$ cat src/rtl/mem_arbiter.sv
// Round-robin arbiter sharing one big-endian unified memory port between
// instruction fetch (I) and load/store (D); sub-word stores run as read-modify-write.
module mem_arbiter #(
    parameter int  DATA_WIDTH = 32,
    parameter int  DEPTH      = 4096,
    localparam int ADDR_W     = $clog2(DEPTH)
) (
    input  logic                  clk,
    input  logic                  reset,
    input  logic                  i_valid,
    output logic                  i_ready,
    input  logic [ADDR_W-1:0]     i_addr,
    output logic                  i_rvalid,
    output logic [DATA_WIDTH-1:0] i_rdata,
    input  logic                  d_valid,
    output logic                  d_ready,
    input  logic                  d_we,
    input  logic [2:0]            d_funct3,
    input  logic [ADDR_W-1:0]     d_addr,
    input  logic [DATA_WIDTH-1:0] d_wdata,
    output logic                  d_rvalid,
    output logic [DATA_WIDTH-1:0] d_rdata,
    output logic [ADDR_W-1:0]     mem_addr,
    output logic [DATA_WIDTH-1:0] mem_wdata,
    output logic                  mem_we,
    input  logic [DATA_WIDTH-1:0] mem_rdata
);

    localparam logic [1:0] S_IDLE   = 2'd0;
    localparam logic [1:0] S_ACC    = 2'd1;
    localparam logic [1:0] S_RMW_RD = 2'd2;
    localparam logic [1:0] S_RMW_WR = 2'd3;

    localparam logic OWN_I = 1'b0;
    localparam logic OWN_D = 1'b1;

    logic [1:0]            state_q, state_d;
    logic                  last_grant_q, last_grant_d;
    logic                  owner_q, owner_d;
    logic [ADDR_W-1:0]     addr_q, addr_d;
    logic                  we_q, we_d;
    logic [2:0]            funct3_q, funct3_d;
    logic [31:0]           wdata_q, wdata_d;
    logic [23:0]           merge_q, merge_d;
    logic [31:0]           i_rdata_q, i_rdata_d;
    logic [31:0]           d_rdata_q, d_rdata_d;
    logic                  i_rvalid_q, i_rvalid_d;
    logic                  d_rvalid_q, d_rvalid_d;

    logic                  grant_i;
    logic                  grant_d;
    logic [31:0]           load_word;

    // On contention the requester that did not win last time is served.
    always_comb begin
        grant_i = 1'b0;
        grant_d = 1'b0;
        if (!reset && state_q == S_IDLE) begin
            if (i_valid && d_valid) begin
                if (last_grant_q == OWN_D) begin
                    grant_i = 1'b1;
                end else begin
                    grant_d = 1'b1;
                end
            end else if (i_valid) begin
                grant_i = 1'b1;
            end else if (d_valid) begin
                grant_d = 1'b1;
            end
        end
    end

    assign i_ready = grant_i;
    assign d_ready = grant_d;

    // Byte k of the word lives at addr+k, so the addressed byte/half is in the top bits.
    always_comb begin
        case (funct3_q)
            3'b000:  load_word = {{24{mem_rdata[31]}}, mem_rdata[31:24]};
            3'b001:  load_word = {{16{mem_rdata[31]}}, mem_rdata[31:16]};
            3'b100:  load_word = {24'd0, mem_rdata[31:24]};
            3'b101:  load_word = {16'd0, mem_rdata[31:16]};
            default: load_word = mem_rdata;
        endcase
    end

    always_comb begin
        state_d      = state_q;
        last_grant_d = last_grant_q;
        owner_d      = owner_q;
        addr_d       = addr_q;
        we_d         = we_q;
        funct3_d     = funct3_q;
        wdata_d      = wdata_q;
        merge_d      = merge_q;
        i_rdata_d    = i_rdata_q;
        d_rdata_d    = d_rdata_q;
        i_rvalid_d   = 1'b0;
        d_rvalid_d   = 1'b0;

        case (state_q)
            S_IDLE: begin
                if (grant_i) begin
                    addr_d       = i_addr;
                    owner_d      = OWN_I;
                    we_d         = 1'b0;
                    funct3_d     = 3'b010;
                    wdata_d      = 32'd0;
                    last_grant_d = OWN_I;
                    state_d      = S_ACC;
                end else if (grant_d) begin
                    addr_d       = d_addr;
                    owner_d      = OWN_D;
                    we_d         = d_we;
                    funct3_d     = d_funct3;
                    wdata_d      = d_wdata;
                    last_grant_d = OWN_D;
                    state_d      = (d_we && !d_funct3[1]) ? S_RMW_RD : S_ACC;
                end
            end
            S_ACC: begin
                if (we_q) begin
                    d_rvalid_d = 1'b1;
                end else if (owner_q == OWN_D) begin
                    d_rdata_d  = load_word;
                    d_rvalid_d = 1'b1;
                end else begin
                    i_rdata_d  = load_word;
                    i_rvalid_d = 1'b1;
                end
                state_d = S_IDLE;
            end
            S_RMW_RD: begin
                merge_d = mem_rdata[23:0];
                state_d = S_RMW_WR;
            end
            S_RMW_WR: begin
                d_rvalid_d = 1'b1;
                state_d    = S_IDLE;
            end
            default: begin
                state_d = S_IDLE;
            end
        endcase
    end

    always_ff @(posedge clk) begin
        if (reset) begin
            state_q      <= S_IDLE;
            last_grant_q <= OWN_D;
            owner_q      <= OWN_I;
            addr_q       <= '0;
            we_q         <= 1'b0;
            funct3_q     <= 3'd0;
            wdata_q      <= 32'd0;
            merge_q      <= 24'd0;
            i_rdata_q    <= 32'd0;
            d_rdata_q    <= 32'd0;
            i_rvalid_q   <= 1'b0;
            d_rvalid_q   <= 1'b0;
        end else begin
            state_q      <= state_d;
            last_grant_q <= last_grant_d;
            owner_q      <= owner_d;
            addr_q       <= addr_d;
            we_q         <= we_d;
            funct3_q     <= funct3_d;
            wdata_q      <= wdata_d;
            merge_q      <= merge_d;
            i_rdata_q    <= i_rdata_d;
            d_rdata_q    <= d_rdata_d;
            i_rvalid_q   <= i_rvalid_d;
            d_rvalid_q   <= d_rvalid_d;
        end
    end

    // Write strobe is gated by reset so an interrupted store never commits.
    always_comb begin
        mem_we    = 1'b0;
        mem_wdata = 32'd0;
        if (!reset) begin
            if (state_q == S_ACC && we_q) begin
                mem_we    = 1'b1;
                mem_wdata = wdata_q;
            end else if (state_q == S_RMW_WR) begin
                mem_we    = 1'b1;
                mem_wdata = funct3_q[0] ? {wdata_q[15:0], merge_q[15:0]}
                                        : {wdata_q[7:0], merge_q[23:0]};
            end
        end
    end

    assign mem_addr = addr_q;
    assign i_rdata  = i_rdata_q;
    assign d_rdata  = d_rdata_q;
    assign i_rvalid = i_rvalid_q;
    assign d_rvalid = d_rvalid_q;

endmodule

$ cat config.mk
export PLATFORM = sky130hd
export DESIGN_NAME = mem_arbiter
export DESIGN_NICKNAME = d
export VERILOG_FILES = /design/src/rtl/mem_arbiter.sv
export SDC_FILE = /design/constraint.sdc
export NUM_CORES = 1
export LEC_CHECK = 0
export ABC_AREA = 1
export CORE_MARGIN = 2
export CORE_UTILIZATION = 46
export DETAILED_ROUTE_END_ITERATION = 16
export GPL_ROUTABILITY_DRIVEN = 0
export PLACE_DENSITY = 0.92
export SKIP_CTS_REPAIR_TIMING = 1
export SYNTH_ARGS = -nofsm -noshare
export SYNTH_HDL_FRONTEND = slang
export SYNTH_SLANG_ARGS = --single-unit
$ cat constraint.sdc
create_clock -name clk -period 1.9 [get_ports clk]
set_clock_uncertainty 0.05 [all_clocks]
set_input_delay 0.38 -clock clk [delete_from_list [all_inputs] [get_ports clk]]
set_output_delay 0.38 -clock clk [all_outputs]
set_load 0.05 [all_outputs]
After elaboration in Yosys (flattened, before gate mapping). Cells that the tools add are included.

$add $sub $neg: 0. Multipliers: 0. Divide/modulo/power cells: 0. Magnitude comparators: 0. Equality and inequality tests: 7. Shifts and indexed selects: 0. Muxes and demuxes: 35. Bitwise gates (word level): 3. Reduce and logical (&&, ||, !) cells: 14.

Operators by type and width (number): 32-bit 2-to-1 mux (6); 32-bit case mux with 4 select lines (1); 12-bit 2-to-1 mux (2); 1-bit 2-to-1 mux (19); 3-bit equality test (second input constant) (2); 2-bit 2-to-1 mux (3); 3-bit 2-to-1 mux (2); 2-bit case mux with 3 select lines (1); 3-bit AND reduction (2); 2-bit equality test (second input constant) (2); 1-bit logical AND (4); 3-bit by 1-bit equality test with 1-bit output (second input constant) (1); 3-bit zero test (1); 3-bit != test (second input constant) (1); 1-bit NOT (3); 3-bit OR reduction (1); 2-bit by 1-bit equality test with 1-bit output (second input constant) (1); 1-bit zero test (2); 2-bit zero test (1); 1-bit case mux with 2 select lines (1); 2-bit AND reduction (1); 2-bit nonzero test (1); 2-bit OR reduction (1).

Bits in registers: 142. Latch bits: 0. Bits in writable memories: 0. Memory bits (read-only): 0. Input bits: 96. Output and inout port bits: 113. Memories kept: 0.

Depth between registers and ports, before layout. Gate-level depths: netlist (run 1).

Word-level depth: 7. Mapped depth: 9. Gate-level depth less buffers: 8.

Least setup slack after synthesis (run 1). Ideal clock, no wire load.

Path type: reg2out. Start point: register state_q[1]. End point: output mem_wdata[17]. Arrival time: 1727 ps. Setup slack: -257 ps. Cell stages (with the launch flop): 7. Cells stage by stage: dfxtp_1 -> inv_2 -> nand2_1 -> nor2_1 -> buf_2 -> nand2_1 -> a21oi_1.

Longest elaborated chain between the ends: 4. Elaborated cells on any way between the ends: 6. Classes of those cells: eq/ne (2); mux (3); reduce/logical (1).

Ends and longest elaborated chain: start, declared (RTL line 37) `logic [1:0] state_q, state_d;`; start signal, assigned (RTL line 162) `state_q <= state_d;`; 2-bit equality test / 2-bit by 1-bit equality test with 1-bit output (equally long branches) (RTL line 185, 182); 32-bit 2-to-1 mux / 1-bit logical AND (equally long branches) (RTL line 185, 182); 32-bit 2-to-1 mux (*) (RTL line 182) `if (state_q == S_ACC && we_q) begin`; 32-bit 2-to-1 mux (*) (RTL line 181) `if (!reset) begin`; end, declared (RTL line 24) `output logic [DATA_WIDTH-1:0] mem_wdata,`.

Every way passes the cells marked *; elsewhere a longest branch is shown, timed or not.

Worst setup path in the final report (run 1).
Start point: register state_q[1]. End point: output mem_wdata[24].

The elaborated chain is that of the path after synthesis.

==> flow_metrics.env, run 1 <==
export IMPL_hold_ws_ns=0.273
export IMPL_ios=209
export IMPL_hold_violations=0
export IMPL_comb_power_share_pct=19.5
export IMPL_overflow=0
export IMPL_clock_latency_ns=0.42
export IMPL_synth_top_family_by_area="compound AO/OA/AOI/OAI gates"
export IMPL_routedWlPerCell_um=17.5
export IMPL_power_leakage_nw=4.02
export IMPL_p_clk_share_pct=41.6
export IMPL_avgSynthCellArea_sq_um=7.06
export IMPL_htree_levels=4
export IMPL_drt_total_wl_um=22100
export IMPL_antenna_left=0
export IMPL_power_switching_share_pct=29.6
export IMPL_dp_hpwl_um=14500
export IMPL_crit_fanout=8
export IMPL_min_period_ns=2.27
export IMPL_powerDensity_nw_per_um2=853
export IMPL_start_util_pct=47.0
export IMPL_design_die_area_sq_um=14400
export IMPL_area_growth_pct=57.6
export IMPL_max_stage_delay_ns=0.36
export IMPL_slowest_stage="dfxtp_4"
export IMPL_r2r_cells=7
export IMPL_reg2reg_to="d_rdata[13]"
export IMPL_rsz0062_at_grt="yes"
export IMPL_status="finished, violations left"
export IMPL_die_width_um=120
export IMPL_synth_warnings=0
export IMPL_vias=6965
export IMPL_r2r_slack_ns=0.22
export IMPL_drive_gt1_share_pct=23.7
export IMPL_synth_top_cell_area_share_pct=45.9
export IMPL_layoutNonFillerInstCount=1265
export IMPL_synthCells=878
export IMPL_path_cells="inv_4 -> nand2_4 -> nor2_4 -> clkbuf_16 -> nand2_2 -> a21oi_4 -> buf_12"
export IMPL_tightest_slew_ns=0.526
export IMPL_post_synth_top_area_cell="dfxtp_1"
export IMPL_violations="negative setup slack"
export IMPL_cp_startpoint="state_q[1]"
export IMPL_peakVddDrop_mv=0.777
export IMPL_multiInputGateArea_sq_um=3200
export IMPL_cts_sinks=142
export IMPL_path_class="reg2out"
export IMPL_synth_compound_area_share_pct=23.1
export IMPL_antenna_found_initial=1
export IMPL_nFillCells=881
export IMPL_required_ns=1.47
export IMPL_synthDistinctLibCells=25
export IMPL_finalPower_mw=8.33
export IMPL_synth_simple_gate_area_share_pct=22.3
export IMPL_crit_family="buffers and inverters"
export IMPL_fin_crit_sh_pct=119
export IMPL_syn_area_sq_um=6190
export IMPL_remaining_drc_errors=0
export IMPL_hold_class="in2reg"
export IMPL_cap_violations=0
export IMPL_seqCellArea_sq_um=2850
export IMPL_dp_worst_setup_slack_ns=0.0109
export IMPL_synth_area_top_cells="dfxtp_1 46%, a21oi_1 11%, nand2_1 9.8%"
export IMPL_grt_pass1_wl_um=32100
export IMPL_p_switching_mw=2.46
export IMPL_fmax_mhz=441
export IMPL_synthXorXnorAreaFrac_pct=0
export IMPL_ys_ff_latch=142
export IMPL_cts_tree="yes"
export IMPL_slew_viol_final=0
export IMPL_cp_buffers_inverters=3
export IMPL_maxSlewHeadroom_pct=64.9
export IMPL_timing_critical_path_to="mem_wdata[24]"
export IMPL_synth_nets=974
export IMPL_rows=42
export IMPL_placedInstanceArea_sq_um=8750
export IMPL_layout_nets=1172
export IMPL_ctsRootBufferMaster="clkbuf_16"
export IMPL_grt_max_degree=91
export IMPL_fin_tns_setup_ns=-10.31
export IMPL_grtUsageTotal_pct=28.1
export IMPL_via_per_inst=5.51
export IMPL_utilization_pct=74.0
export IMPL_critPathLaunchType="flop"
export IMPL_portBuffers=208
export IMPL_synth_mux_area_share_pct=0
export IMPL_dr_pass1_iters=5
export IMPL_die_y_um=120
export IMPL_grt_pass1_vias=6301
export IMPL_place_inst=1228
export IMPL_rr_startpoint="state_q[1]"
export IMPL_final_area_sq_um=9770
export IMPL_critPathArrivalTime_ns=1.84
export IMPL_p_int_mw=5.87
export IMPL_crit_cells=7
export IMPL_synth_yosys_seq_area_share_pct=45.9
export IMPL_cts_made_buffers=17
export IMPL_synthAdderAreaFrac_pct=0
export IMPL_cts_path_max_buffers=2
export IMPL_seq_power_share_pct=38.9
export IMPL_clk_pin_slew_ns=0.06
export IMPL_setup_ws_ns=-0.366
export IMPL_cp_end_kind="primary output"
export IMPL_core_area_sq_um=13200
export IMPL_setup_violations=32
export IMPL_dr_first_iter_drc_count=732
[how the worst min path moves through the flow]
stage / from / cells after the start / slack [ns] / endpoint
floorplan: last_grant_q / 2 / 0.38 / last_grant_q
global placement: merge_q[0] / 2 / 0.41 / merge_q[0]
detailed placement: last_grant_q / 2 / 0.42 / last_grant_q
CTS: reset / 2 / 0.26 / we_q
global route: reset / 2 / 0.28 / state_q[0]
finish: reset / 2 / 0.27 / wdata_q[31]
[power groups by stage]
stage          logic (mW)  clock network, mW  registers, mW
2_1_floorplan       0.595                  0           3.65
3_3_place_gp         1.55                  0           3.29
3_5_place_dp         1.57                  0           3.29
4_1_cts              1.58               3.48           3.23
5_1_grt              1.73               3.61           3.25
6_report             1.63               3.47           3.24
[synth_stat cells (all sizes together)]
cell,count
nand3,51
nor2,100
nand3b,12
o22ai,7
nand2,163
nor3,1
a31oi,1
dfxtp,142
o211ai,9
buf,33
a21oi,142
clkbuf,34
clkinv,1
o21ai,121
inv,61
[cell families (layout without fill, tap and decap cells)]
logic type / after synthesis / in the layout
flip-flops: 142 / 142
AND/OR/NAND/NOR: 327 / 327
AO/OA/AOI/OAI: 280 / 280
other: 0 / 1
buffers and inverters: 129 / 339
[layout make-up]
class / count / area share, %
multi-input combinational: 607 / 32.7
sequential: 142 / 29.2
timing repair buffer: 246 / 27.1
clock buffer: 19 / 4.64
inverter: 62 / 2.41
tap: 176 / 2.25
clock inverter: 12 / 1.65
antenna: 1 / 0.0256
[sequential cells by signal, indices dropped and copies added, names as in the netlist, 2 cells and up]
register and cells:
d_rdata 32, merge_q 24, state_q 2, mem_addr 12, funct3_q 3, wdata_q 32, i_rdata 32
[layer usage]
layer	track usage (%)	wire, um
met1	36.3	8750
met3	6.42	1990
met4	11.5	777
met5	0	0
met2	45.3	10600
[layout by cell type, fill, tap and decap left out, types with 2 or more instances in the layout]
cell type	count
clkdlybuf4s50_1	94
dfxtp_4	2
clkinvlp_4	2
nand3b_1	12
buf_6	4
inv_1	55
clkbuf_8	2
o21ai_0	109
a21oi_1	110
dlymetal6s2s_1	3
bufinv_16	3
buf_4	102
nor2_2	4
nand2_1	136
nand2_4	5
nand3_1	50
clkbuf_16	19
inv_2	5
buf_12	40
nor2_1	91
nor2_4	5
dfxtp_1	140
clkinv_2	2
o21ai_1	12
o211ai_1	9
o22ai_1	7
a21oi_4	20
a21oi_2	12
nand2_2	22
clkinv_4	3
Power figures use the tool's default switching activity.
==> inputs of run 2 (changes only) <==
--- a/config.mk
+++ b/config.mk
@@ -7,10 +7,10 @@
 export LEC_CHECK = 0
 export ABC_AREA = 1
 export CORE_MARGIN = 2
-export CORE_UTILIZATION = 46
+export CORE_UTILIZATION = 30
 export DETAILED_ROUTE_END_ITERATION = 16
 export GPL_ROUTABILITY_DRIVEN = 0
-export PLACE_DENSITY = 0.92
+export PLACE_DENSITY = 0.68
 export SKIP_CTS_REPAIR_TIMING = 1
 export SYNTH_ARGS = -nofsm -noshare
 export SYNTH_HDL_FRONTEND = slang
==> flow_metrics.env, run 2 (synthesis gave the netlist of run 1 again) <==
export IMPL_status="finished, violations left"
export IMPL_violations="negative setup slack"
export IMPL_final_common_cell="dfxtp_1"
export IMPL_grt_pass1_wl_um=34400
export IMPL_clock_latency_ns=0.41
export IMPL_crit_fanout=8
export IMPL_required_ns=1.47
export IMPL_r2r_slack_ns=0.20
export IMPL_layout_common_cells="140 x dfxtp_1, 134 x nand2_1, 112 x o21ai_0"
export IMPL_multiInputGateArea_sq_um=3220
export IMPL_overflow=0
export IMPL_critPathArrivalTime_ns=1.80
export IMPL_min_period_ns=2.23
export IMPL_cap_violations=0
export IMPL_clk_pin_slew_ns=0.06
export IMPL_cp_end_kind="primary output"
export IMPL_maxSlewHeadroom_pct=64.2
export IMPL_area_growth_pct=60.7
export IMPL_cp_buffers_inverters=3
export IMPL_slew_viol_final=0
export IMPL_peakVddDrop_mv=0.666
export IMPL_crit_family="buffers and inverters"
export IMPL_cts_tree="yes"
export IMPL_ctsRootBufferMaster="clkbuf_16"
export IMPL_path_class="reg2out"
export IMPL_nFillCells=1906
export IMPL_ios=209
export IMPL_fmax_mhz=448
export IMPL_antenna_left=0
export IMPL_portBuffers=208
export IMPL_layout_nets=1177
export IMPL_hold_violations=0
export IMPL_cts_path_max_buffers=2
export IMPL_start_util_pct=30.6
export IMPL_routedWlPerCell_um=16.5
export IMPL_cts_made_buffers=17
export IMPL_layoutNonFillerInstCount=1362
export IMPL_rows=52
export IMPL_drive_gt1_share_pct=24.2
export IMPL_place_inst=1328
export IMPL_tightest_slew_ns=0.536
export IMPL_seqCellArea_sq_um=2850
export IMPL_max_stage_delay_ns=0.36
export IMPL_via_per_inst=4.92
export IMPL_final_area_sq_um=9950
export IMPL_grt_max_degree=91
export IMPL_dr_first_iter_drc_count=418
export IMPL_htree_levels=4
export IMPL_slowest_stage="dfxtp_4"
export IMPL_rsz0062_at_grt="yes"
export IMPL_power_leakage_nw=4.00
export IMPL_powerDensity_nw_per_um2=822
export IMPL_setup_ws_ns=-0.333
export IMPL_grtUsageTotal_pct=19.9
export IMPL_core_area_sq_um=20200
export IMPL_die_y_um=148
export IMPL_design_die_area_sq_um=21800
export IMPL_hold_class="in2reg"
export IMPL_fin_tns_setup_ns=-9.27
export IMPL_die_width_um=148
export IMPL_dp_worst_setup_slack_ns=0.00333
export IMPL_drt_total_wl_um=22500
export IMPL_cts_sinks=142
export IMPL_vias=6703
export IMPL_remaining_drc_errors=0
export IMPL_setup_violations=32
export IMPL_grt_pass1_vias=6340
export IMPL_path_cells="inv_4 -> nand2_4 -> nor2_4 -> clkbuf_16 -> nand2_2 -> a21oi_4 -> buf_12"
export IMPL_fin_crit_sh_pct=118
export IMPL_dr_pass1_iters=5
export IMPL_critPathLaunchType="flop"
export IMPL_dp_hpwl_um=16000
export IMPL_antenna_found_initial=0
export IMPL_utilization_pct=49.2
export IMPL_antennaDiodeCount=0
export IMPL_placedInstanceArea_sq_um=8980
[run 2: worst reg2reg max path, stage by stage (launching register included)]
cell and delay [ns]:
dfxtp_1 0.60, inv_2 0.07, nand2_1 0.42, o22ai_1 0.13, nor2_1 0.22, a21oi_1 0.10
[run 2: final timing paths]
path                      from            end  cells after the start
setup / recovery    state_q[1]  mem_wdata[15]                      7
hold / removal           reset     state_q[0]                      2
setup reg to reg   funct3_q[1]    d_rdata[12]                      5
hold reg to reg   last_grant_q   last_grant_q                      2
[run 2: metal layers]
| layer | GRT usage [%] | wire length (um) | up-vias |
|---|---|---|---|
| met5 | 0 | 0 | - |
| met4 | 5.82 | 377 | 0 |
| met3 | 5.25 | 1860 | 20 |
| met2 | 30.9 | 10400 | 254 |
| met1 | 27.4 | 9840 | 3123 |
| li1 | - | - | 3306 |
[run 2: area by class of cell]
type / count / share of cell area (%)
multi-input cells: 607 / 32.3
flip-flops and latches: 142 / 28.6
repair buffers: 251 / 27.4
clock buffers: 20 / 4.39
well taps: 270 / 3.39
inverters: 62 / 2.36
clock inverters: 10 / 1.43
[run 2: where the power goes]
group	switching, mW	internal, mW
clock	1.27	2.05
sequential	0.103	3.14
combinational	1.03	0.596
[run 2: through the flow]
| step | hold slack, ns | power (mW) |
|---|---|---|
| finish | 0.212 | 8.18 |
| global route | 0.223 | 8.52 |
| CTS | 0.209 | 8.20 |
| detailed placement | 0.422 | 4.89 |
| global placement | 0.417 | 4.88 |
| floorplan | 0.379 | 4.24 |
